## src/rtl/regdemo_pkg.sv

```systemverilog
// Shared types, constants and pattern helpers for the register-file demo generator.
package regdemo_pkg;

  typedef enum logic [1:0] {
    ModeRotate = 2'b00,
    ModeRandom = 2'b01,
    ModeStep   = 2'b10,
    ModeFreeze = 2'b11
  } mode_e;

  localparam logic [15:0] LFSR_SEED = 16'hACE1;
  // x^16 + x^14 + x^13 + x^11 + 1 -> state bits 15, 13, 12, 10
  localparam logic [15:0] LFSR_TAPS = 16'hB400;

  // 0x01 in every byte lane of a dw-bit word (dw <= 64).
  function automatic logic [63:0] inc_pattern(int unsigned dw);
    logic [63:0] p;
    p = '0;
    for (int unsigned b = 0; b < dw / 8; b++) begin
      p[b*8 +: 8] = 8'h01;
    end
    return p;
  endfunction

  // idx * {0x1 in every nibble}; caller truncates to its width.
  function automatic logic [63:0] reset_pattern(int unsigned idx, int unsigned dw);
    logic [63:0] nib;
    nib = '0;
    for (int unsigned n = 0; n < dw / 4; n++) begin
      nib[n*4 +: 4] = 4'h1;
    end
    return nib * 64'(idx);
  endfunction

endpackage

```

## src/rtl/regdemo_lfsr16.sv

```systemverilog
// 16-bit Fibonacci LFSR that advances one step per enabled cycle.
module regdemo_lfsr16
  import regdemo_pkg::*;
(
  input  logic        clock,
  input  logic        reset_n,
  input  logic        i_en,
  output logic [15:0] o_state
);

  logic [15:0] r_state;
  logic        w_fb;

  assign w_fb = ^(r_state & LFSR_TAPS);

  always_ff @(posedge clock or negedge reset_n) begin
    if (!reset_n) begin
      r_state <= LFSR_SEED;
    end else if (i_en) begin
      r_state <= {r_state[14:0], w_fb};
    end
  end

  assign o_state = r_state;

endmodule

```

## src/rtl/regfile_demo_gen.sv

```systemverilog
// Demo register file that self-updates on a timer or push-button and highlights the last write.
// Build option: define REGDEMO_LFSR_EN to include the RANDOM mode and its LFSR.
module regfile_demo_gen
  import regdemo_pkg::*;
#(
  parameter int unsigned NUM_REGS    = 32,
  parameter int unsigned DATA_W      = 32,
  parameter int unsigned PERIOD_LOG2 = 20,
  parameter int unsigned HOLD_CYCLES = 2**22,
  localparam int unsigned IDX_W      = $clog2(NUM_REGS)
) (
  input  logic                       clock,
  input  logic                       reset_n,
  input  logic [1:0]                 mode,
  input  logic                       step,
  output logic [NUM_REGS*DATA_W-1:0] regs_flat,
  output logic [NUM_REGS-1:0]        changed_mask,
  output logic [IDX_W-1:0]           last_idx,
  output logic                       update_valid
);

  localparam int unsigned HOLD_W = (HOLD_CYCLES > 1) ? $clog2(HOLD_CYCLES) : 1;

  localparam logic [PERIOD_LOG2-1:0] TICK_ONE    = PERIOD_LOG2'(1);
  localparam logic [PERIOD_LOG2-1:0] TICK_MAX    = '1;
  localparam logic [PERIOD_LOG2-1:0] TICK_PRE    = TICK_MAX - TICK_ONE;
  localparam logic [IDX_W-1:0]       IDX_ONE     = IDX_W'(1);
  localparam logic [IDX_W-1:0]       ROT_LAST    = IDX_W'(NUM_REGS - 1);
  localparam logic [HOLD_W-1:0]      HOLD_ONE    = HOLD_W'(1);
  localparam logic [HOLD_W-1:0]      HOLD_RELOAD = HOLD_W'(HOLD_CYCLES - 1);
  localparam logic [NUM_REGS-1:0]    MASK_ONE    = NUM_REGS'(1);
  localparam logic [DATA_W-1:0]      INC         = DATA_W'(inc_pattern(DATA_W));

  mode_e                  w_mode;
  logic [PERIOD_LOG2-1:0] r_tick;
  logic [PERIOD_LOG2-1:0] w_tick_d;
  logic [IDX_W-1:0]       r_rot_idx;
  logic                   r_sync1;
  logic                   r_sync2;
  logic                   r_step_prev;
  logic                   w_step_rise;
  logic                   w_sched;
  logic                   r_upd;
  logic [HOLD_W-1:0]      r_hold;
  logic [NUM_REGS-1:0]    r_mask;
  logic [IDX_W-1:0]       r_last_idx;
  logic [DATA_W-1:0]      r_regs [NUM_REGS];
  logic [IDX_W-1:0]       w_wr_idx;
  logic [DATA_W-1:0]      w_wr_data;
  logic                   w_rot_adv;

  assign w_mode      = mode_e'(mode);
  assign w_step_rise = r_sync2 & ~r_step_prev;

  // An update is scheduled one edge ahead so update_valid is high in the all-ones tick
  // cycle and the write lands on the edge that ends it.
  always_comb begin
    w_tick_d = r_tick;
    w_sched  = 1'b0;
    case (w_mode)
      ModeRotate, ModeRandom: begin
        w_tick_d = r_tick + TICK_ONE;
        w_sched  = (r_tick == TICK_PRE);
      end
      ModeStep: begin
        w_tick_d = '0;
        w_sched  = w_step_rise;
      end
      default: ;
    endcase
  end

`ifdef REGDEMO_LFSR_EN
  localparam logic [IDX_W:0] NUM_REGS_X = (IDX_W+1)'(NUM_REGS);

  logic [15:0]       w_lfsr;
  logic [IDX_W:0]    w_rand_raw;
  logic [IDX_W-1:0]  w_rand_idx;
  logic [DATA_W-1:0] w_lfsr_rep;
  logic              r_upd_rand;

  regdemo_lfsr16 u_lfsr (
    .clock   (clock),
    .reset_n (reset_n),
    .i_en    (r_upd & r_upd_rand),
    .o_state (w_lfsr)
  );

  always_comb begin
    w_lfsr_rep = '0;
    for (int unsigned b = 0; b < DATA_W; b++) begin
      w_lfsr_rep[b] = w_lfsr[b % 16];
    end
    w_rand_raw = {1'b0, w_lfsr[IDX_W-1:0]};
    w_rand_idx = (w_rand_raw >= NUM_REGS_X) ? IDX_W'(w_rand_raw - NUM_REGS_X)
                                            : IDX_W'(w_rand_raw);
  end

  always_ff @(posedge clock or negedge reset_n) begin
    if (!reset_n) begin
      r_upd_rand <= 1'b0;
    end else begin
      r_upd_rand <= w_sched && (w_mode == ModeRandom);
    end
  end

  assign w_wr_idx  = r_upd_rand ? w_rand_idx : r_rot_idx;
  assign w_wr_data = r_upd_rand ? (r_regs[w_rand_idx] ^ w_lfsr_rep) : (r_regs[r_rot_idx] + INC);
  assign w_rot_adv = ~r_upd_rand;
`else
  assign w_wr_idx  = r_rot_idx;
  assign w_wr_data = r_regs[r_rot_idx] + INC;
  assign w_rot_adv = 1'b1;
`endif

  always_ff @(posedge clock or negedge reset_n) begin
    if (!reset_n) begin
      r_tick      <= '0;
      r_sync1     <= 1'b0;
      r_sync2     <= 1'b0;
      r_step_prev <= 1'b0;
      r_upd       <= 1'b0;
    end else begin
      r_tick      <= w_tick_d;
      r_sync1     <= step;
      r_sync2     <= r_sync1;
      r_step_prev <= r_sync2;
      r_upd       <= w_sched;
    end
  end

  always_ff @(posedge clock or negedge reset_n) begin
    if (!reset_n) begin
      r_rot_idx <= '0;
    end else if (r_upd && w_rot_adv) begin
      r_rot_idx <= (r_rot_idx == ROT_LAST) ? '0 : r_rot_idx + IDX_ONE;
    end
  end

  always_ff @(posedge clock or negedge reset_n) begin
    if (!reset_n) begin
      for (int unsigned i = 0; i < NUM_REGS; i++) begin
        r_regs[i] <= DATA_W'(reset_pattern(i, DATA_W));
      end
    end else if (r_upd) begin
      r_regs[w_wr_idx] <= w_wr_data;
    end
  end

  // Highlight countdown runs in every mode, including FREEZE.
  always_ff @(posedge clock or negedge reset_n) begin
    if (!reset_n) begin
      r_mask     <= '0;
      r_hold     <= '0;
      r_last_idx <= '0;
    end else if (r_upd) begin
      r_mask     <= MASK_ONE << w_wr_idx;
      r_hold     <= HOLD_RELOAD;
      r_last_idx <= w_wr_idx;
    end else if (r_mask != '0) begin
      if (r_hold == '0) begin
        r_mask <= '0;
      end else begin
        r_hold <= r_hold - HOLD_ONE;
      end
    end
  end

  for (genvar g = 0; g < NUM_REGS; g++) begin : g_flat
    assign regs_flat[g*DATA_W +: DATA_W] = r_regs[g];
  end

  assign changed_mask = r_mask;
  assign last_idx     = r_last_idx;
  assign update_valid = r_upd;

endmodule

```

## config.mk

```make
export PLATFORM = sky130hd
export DESIGN_NAME = regfile_demo_gen
export DESIGN_NICKNAME = d
export VERILOG_FILES = /design/src/rtl/regdemo_pkg.sv /design/src/rtl/regdemo_lfsr16.sv /design/src/rtl/regfile_demo_gen.sv
export SDC_FILE = /design/constraint.sdc
export NUM_CORES = 2
export LEC_CHECK = 0
export BUFFER_PORTS_ARGS = -buffer_cell sky130_fd_sc_hd__buf_2
export CAP_MARGIN = 5
export CORE_AREA = 8 8 407 409
export CTS_CLUSTER_SIZE = 16
export DETAILED_ROUTE_END_ITERATION = 12
export DIE_AREA = 0 0 415 417
export SLEW_MARGIN = 10
export SYNTH_ARGS = -nofsm -noshare
export SYNTH_HDL_FRONTEND = slang
export SYNTH_HIERARCHICAL = 1
export SYNTH_SLANG_ARGS = --single-unit
export TNS_END_PERCENT = 50
```

## constraint.sdc

```tcl
create_clock -name clock -period 7.5 [get_ports clock]
set_clock_uncertainty 0.2 [all_clocks]
set_input_delay 0.75 -clock clock [delete_from_list [all_inputs] [get_ports clock]]
set_output_delay 0.75 -clock clock [all_outputs]
set_load 0.02 [all_outputs]
```

# After elaboration in Yosys (flattened, before gate mapping)
# Index checks and enable logic that the tools add are counted.
op_classes:
  add_sub_neg: 4
  n_lt_le_gt_ge: 2
  n_eq_ne: 5
  shifts: 1
  mux: 15
  bitwise: 3
  reduce_logical: 10
op_table:
  columns: ["op", "count"]
  rows:
  - ["$bwmux W1024", 1]
  - ["$mux W32", 6]
  - ["$bmux W32 S5", 1]
  - ["$demux W32 S5", 1]
  - ["$mux W22", 3]
  - ["$pmux W20 S2", 1]
  - ["$add A32 B25 Y32 const B", 1]
  - ["$reduce_bool A32 Y1", 1]
  - ["$shl A1 B5 Y32 const A", 1]
  - ["$logic_not A22 Y1", 1]
  - ["$sub A22 B1 Y22 const B", 1]
  - ["$add A20 B1 Y20 const B", 1]
  - ["$eq A20 B20 Y1 const B", 1]
  - ["$ge A6 B6 Y1 const B", 1]
  - ["$lt A6 B1 Y1 const B", 1]
  - ["$not A5 Y6", 1]
  - ["$reduce_bool A2 Y1", 3]
  - ["$add A5 B1 Y5 const B", 1]
  - ["$eq A5 B5 Y1 const B", 1]
  - ["$mux W5", 1]
  - ["$reduce_and A2 Y1", 2]
  - ["$eq A2 B1 Y1 const B", 1]
  - ["$eq A2 B2 Y1 const B", 1]
  - ["$logic_not A2 Y1", 1]
  - ["other kinds (6)", 6]
totals:
  ff_bits: 1112
  input_bits: 5
  output_inout_bits: 1062
  elab_cells: 81

# Longest topological paths before layout
depth:
  ltp_word: 6
  mapped_depth: 18
  depth_no_buf: 10

# Worst setup path before layout
# No wires, ideal clock.
synth_path:
  kind: "flip-flop to flip-flop"
  start: "register r_rot_idx[0]"
  end: "register r_regs, in the netlist regs_flat[124]"
  setup_time_ps: 77
  arrival_ps: 3461
  t_required_ps: 7223
  path_slack_ps: 3762
  stages_incl_launch_ff: 17
  n_path_buf: 6
  synth_period_minus_slack_ps: 3738
  path_cell_list: "dfrtp_1 buf_4 buf_4 and2_1 buf_2 clkbuf_1 a22oi_1 nand3_1 nand4_1 clkbuf_1 ha_1 nand4_1 o21bai_2 and3_1 mux2_4 buf_6 o22ai_1"
synth_via:
  elab_chain_len: 6
  elab_cells_between_ends: 11
  cone_classes: "1 x add/sub; 2 x order compare; 6 x mux; 1 x bitwise; 1 x reduce/logical"
synth_rtl:
  columns: ["item", "line_no", "rtl"]
  rows:
  - ["start, declared", "regfile_demo_gen.sv:37", "logic [IDX_W-1:0] r_rot_idx;"]
  - ["start signal, assigned", "regfile_demo_gen.sv:136", "r_rot_idx <= (r_rot_idx == ROT_LAST) ? '0 : r_rot_idx + IDX_ONE;"]
  - ["$not A5 Y6 (implied by the code) *", "regfile_demo_gen.sv:112, regfile_demo_gen.sv:146", null]
  - ["$bmux W32 S5 (tied with other cells)", "regfile_demo_gen.sv:112", "assign w_wr_data = r_regs[r_rot_idx] + INC;"]
  - ["$mux W32 (implied by the code) / $logic_and A1 B1 Y1 (equally long branches)", "regfile_demo_gen.sv:112, regfile_demo_gen.sv:146", null]
  - ["$mux W32, on equally long branches", "regfile_demo_gen.sv:112, regfile_demo_gen.sv:146", null]
  - ["$add A32 B25 Y32 / $demux W32 S5 (equally long branches)", "regfile_demo_gen.sv:112, regfile_demo_gen.sv:146", null]
  - ["$bwmux W1024 *", "regfile_demo_gen.sv:146", "r_regs[w_wr_idx] <= w_wr_data;"]
  - ["end signal, assigned by index", "regfile_demo_gen.sv:143", "r_regs[i] <= DATA_W'(reset_pattern(i, DATA_W));"]
  - ["end signal, assigned by index", "regfile_demo_gen.sv:146", null]
  - ["end, declared", "regfile_demo_gen.sv:47", "logic [DATA_W-1:0] r_regs [NUM_REGS];"]
# Mark *: on every way between the ends. The rest lies on a longest branch, timed or not. The select of a mux whose other input is x is not followed.
# A chain may end at the register's enable or synchronous reset.

# Final worst setup path
layout_path:
  start: "register r_rot_idx[2]"
  end: "register r_regs, in the netlist regs_flat[286]"
# The elaborated chain is that of the path after synthesis.

==> results.json <==
{
  "hold_ws_ps": 72.6,
  "dr.pass1.iters": 8,
  "vias_per_cell": 5.62,
  "placedInstanceArea_mm2": 0.0598,
  "synth_area_mm2": 0.0522,
  "sw_frac_of_total_pct": 43.0,
  "initial_core_util_pct": 32.8,
  "ys_seq_area_share_pct": 54.5,
  "post_drt_wl_per_cell_um": 32.4,
  "critPathMaxStageDelay_ps": 960,
  "fin_area_mm2": 0.0642,
  "drtAntennaViolNets": 0,
  "clockRootBuffer": "clkbuf_16",
  "grt.overflow.total": 0,
  "port_buffers": 1066,
  "p_sw_mw": 9.07,
  "reg2regPathDepth": 11,
  "critPathTopFamily": "simple AND/OR/NAND/NOR gates",
  "multiInputGateArea_mm2": 0.0221,
  "hp-class": "in2reg",
  "power_frac_seq_pct": 32.6,
  "rows": 147,
  "cellLeakagePower_nw": 29.8,
  "drv_cap": 0,
  "critical_path_buf_inv_count": 1,
  "yosysWarnings": 6,
  "finalWorstPathRequiredPeriod_ps": 6100,
  "routed_wl_um": 262000,
  "synth.area.top_cells": "dfrtp_1 28%, dfstp_2 26%, nand2_1 7.7%",
  "coreArea_mm2": 0.159,
  "whs_path_depth": 2,
  "grt_pass1_wl_um": 359000,
  "status": "completed",
  "tritoncts": "yes",
  "critical_path_class": "reg2reg",
  "endpoint_kind": "register",
  "power_frac_clock_pct": 30.6,
  "antenna_found_initial": 4,
  "cell_internal_pwr_mw": 12.0,
  "drive_above_1_share_pct": 39.5,
  "slowest_stage": "a31oi_4",
  "cts_sinks": 1112,
  "die_area_mm2": 0.173,
  "power_mw": 21.1,
  "grt_use_total_pct": 28.9,
  "clock_path_buffers": 3,
  "arrival_ps": 6530,
  "grt_max_degree": 193,
  "tns_ps": 0,
  "dpl.hpwl_um": 192000,
  "die_w_um": 415,
  "worst_path_most_repeated_cell": "nand4_1",
  "combinationalPowerShare_pct": 36.8,
  "path_max_fanout": 36,
  "max_freq_mhz": 164,
  "synthDistinctLibCells": 79,
  "vias": 45300,
  "synth_ff_type": "dfrtp_1",
  "path_clk_slew_ps": 60,
  "cp-start-kind": "register",
  "avgSynthCellArea_um2": 10.5,
  "clkLatencyLatePin_ps": 810,
  "area_growth_pct": 22.9,
  "num-nets-final": 5890,
  "synth_edf_count": 0,
  "synth.top_cell.area_share_pct": 28.5,
  "p_per_area_mw_per_mm2": 328,
  "yosys.area.top_type": "dfrtp_1",
  "cts_buffers": 131,
  "setup_viol": 0,
  "rsz0062_at_grt": "false",
  "syn_nets": 4997,
  "finalWeightedCongestion": 0.893,
  "ios": 1067,
  "relSlewSlack_pct": 18.8,
  "slew_violations": 0,
  "regArea_mm2": 0.0285,
  "tightest_slew_ps": 1220,
  "async_flop_share_pct": 100,
  "synth-seq-cells": 1112,
  "synthCells": 4981,
  "fin_crit_sh_pct": 81.4,
  "drtIter0Drc": 4625,
  "cp_cell_sequence": "nor2b_4 -> buf_4 -> a22oi_1 -> nand3_1 -> nand4_1 -> ha_1 -> nand4_1 -> o21bai_2 -> and3_1 -> a31oi_4 -> o22ai_1",
  "drc": 0,
  "fillers": 15500,
  "grt_pass1_vias": 43600,
  "hold_violations": 0,
  "fp.dieH_um": 417,
  "peakVddDrop_mv": 0.449,
  "cp.depth": 11,
  "htree_num_levels": 4,
  "post_cts_buffers": 0,
  "worst_ep_required_time_ps": 7930
}
## synthesized netlist by cell type, types with 10 or more instances
| library cell | number |
|---|---|
| a21oi_1 | 10 |
| a22oi_1 | 176 |
| and3_1 | 15 |
| buf_2 | 64 |
| buf_4 | 32 |
| buf_6 | 12 |
| clkbuf_1 | 339 |
| dfrtp_1 | 594 |
| dfstp_2 | 518 |
| ha_1 | 11 |
| mux2_2 | 166 |
| mux2i_1 | 319 |
| mux4_2 | 123 |
| nand2_1 | 1076 |
| nand2b_1 | 10 |
| nand3_1 | 107 |
| nand4_1 | 32 |
| nor2_1 | 217 |
| nor3_1 | 85 |
| nor3_2 | 28 |
| nor4_1 | 11 |
| o21ai_0 | 724 |
| o21ai_1 | 49 |
| o22ai_1 | 68 |
| or3_1 | 10 |
| xnor2_1 | 28 |
| xor2_1 | 14 |
## cells by family (layout without fill, tap and decap cells)
logic type | after synthesis | count (layout) | share of synthesized area, %
simple gates | 1643 | 1643 | 13.4
fa+ha+maj | 11 | 11 | 0.264
mux | 609 | 609 | 15.0
buf+inv | 474 | 1478 | 4.12
flops | 1112 | 1112 | 54.5
other cells | 0 | 1 | 0
compound gates | 1090 | 1090 | 11.9
xor+xnor | 42 | 42 | 0.705
## metrics by stage
stage	cells	utilization (%)	worst slack [ps]
floorplan	4981	-	3760
global placement	7823	37.6	1640
detailed placement	7823	37.6	1490
CTS	8070	40.3	1470
global route	8071	40.3	1310
finish	8072	40.3	1400
## final cells by class
cell class              count  share of cell area (%)
diodes                      1                 0.00390
clock buffers             193                    5.86
clock inverters            51                   0.852
inverters                  11                  0.0663
multi-input cells        3395                    34.4
flip-flops and latches   1112                    44.4
well taps                2086                    4.07
repair buffers           1223                    10.4
## timing repair
item,CTS,global route
hold buffers,3,0
endpoints found under the hold margin,39,0
gates resized for setup,0,0
## sequential cells by signal, summed over array words and instances, names as in the netlist
signal,count
regs_flat,1024
changed_mask,32
r_hold,22
r_tick,20
last_idx,5
r_rot_idx,5
r_step_prev,1
r_sync1,1
r_sync2,1
update_valid,1
## worst reg2reg max path, delay by kind of cell (launching register included)
family                   cells  cell delay, ps
buffers and inverters        1             540
AND/OR/NAND/NOR              5            2110
flip-flops                   1             780
adder cells (fa/ha/maj)      1             490
AO/OA/AOI/OAI                4            1810
## metal layers
layer / vias up / track usage (%) / part of all wire (%) / wire (µm)
met1: 23000 / 33.0 / 36 / 93900
met5: - / 0 / 0 / 0
met4: 0 / 18.3 / 8.0 / 20800
li1: 19300 / - / - / -
met2: 2502 / 48.0 / 48 / 125000
met3: 621 / 7.89 / 8.4 / 21900
## cell usage in the layout (no fill, tap or decap), types with 23 or more instances in the layout
master / count
a22oi_1: 176
buf_2: 1065
buf_4: 145
clkbuf_1: 38
clkbuf_16: 132
clkbuf_8: 23
clkinv_2: 25
dfrtp_1: 591
dfstp_2: 518
mux2_2: 166
mux2i_1: 318
mux4_2: 123
nand2_1: 1048
nand2_2: 25
nand3_1: 106
nand4_1: 32
nor2_1: 213
nor3_1: 83
nor3_2: 30
o21ai_0: 724
o21ai_1: 49
o22ai_1: 68
## worst paths after layout
kind                         startpoint             end  slack, ps
setup / recovery           r_rot_idx[2]  regs_flat[286]       1400
setup reg to reg           r_rot_idx[2]  regs_flat[286]       1400
hold / removal                  mode[1]       r_tick[0]         70
min in group asynchronous       reset_n  regs_flat[673]        350
hold reg to reg                 r_sync1         r_sync2        150
max in group asynchronous       reset_n  regs_flat[753]       4780
## power by group through the flow
stage | Sequential [mW] | Clock, mW | Combinational [mW]
after floorplan | 7.14 | 0 | 3.95
after global placement | 6.93 | 0 | 7.61
after detailed placement | 6.95 | 0 | 7.66
after CTS | 6.86 | 6.56 | 7.69
after global routing | 6.91 | 6.77 | 8.03
final | 6.88 | 6.45 | 7.75
(Power assumes the default switching activity.)
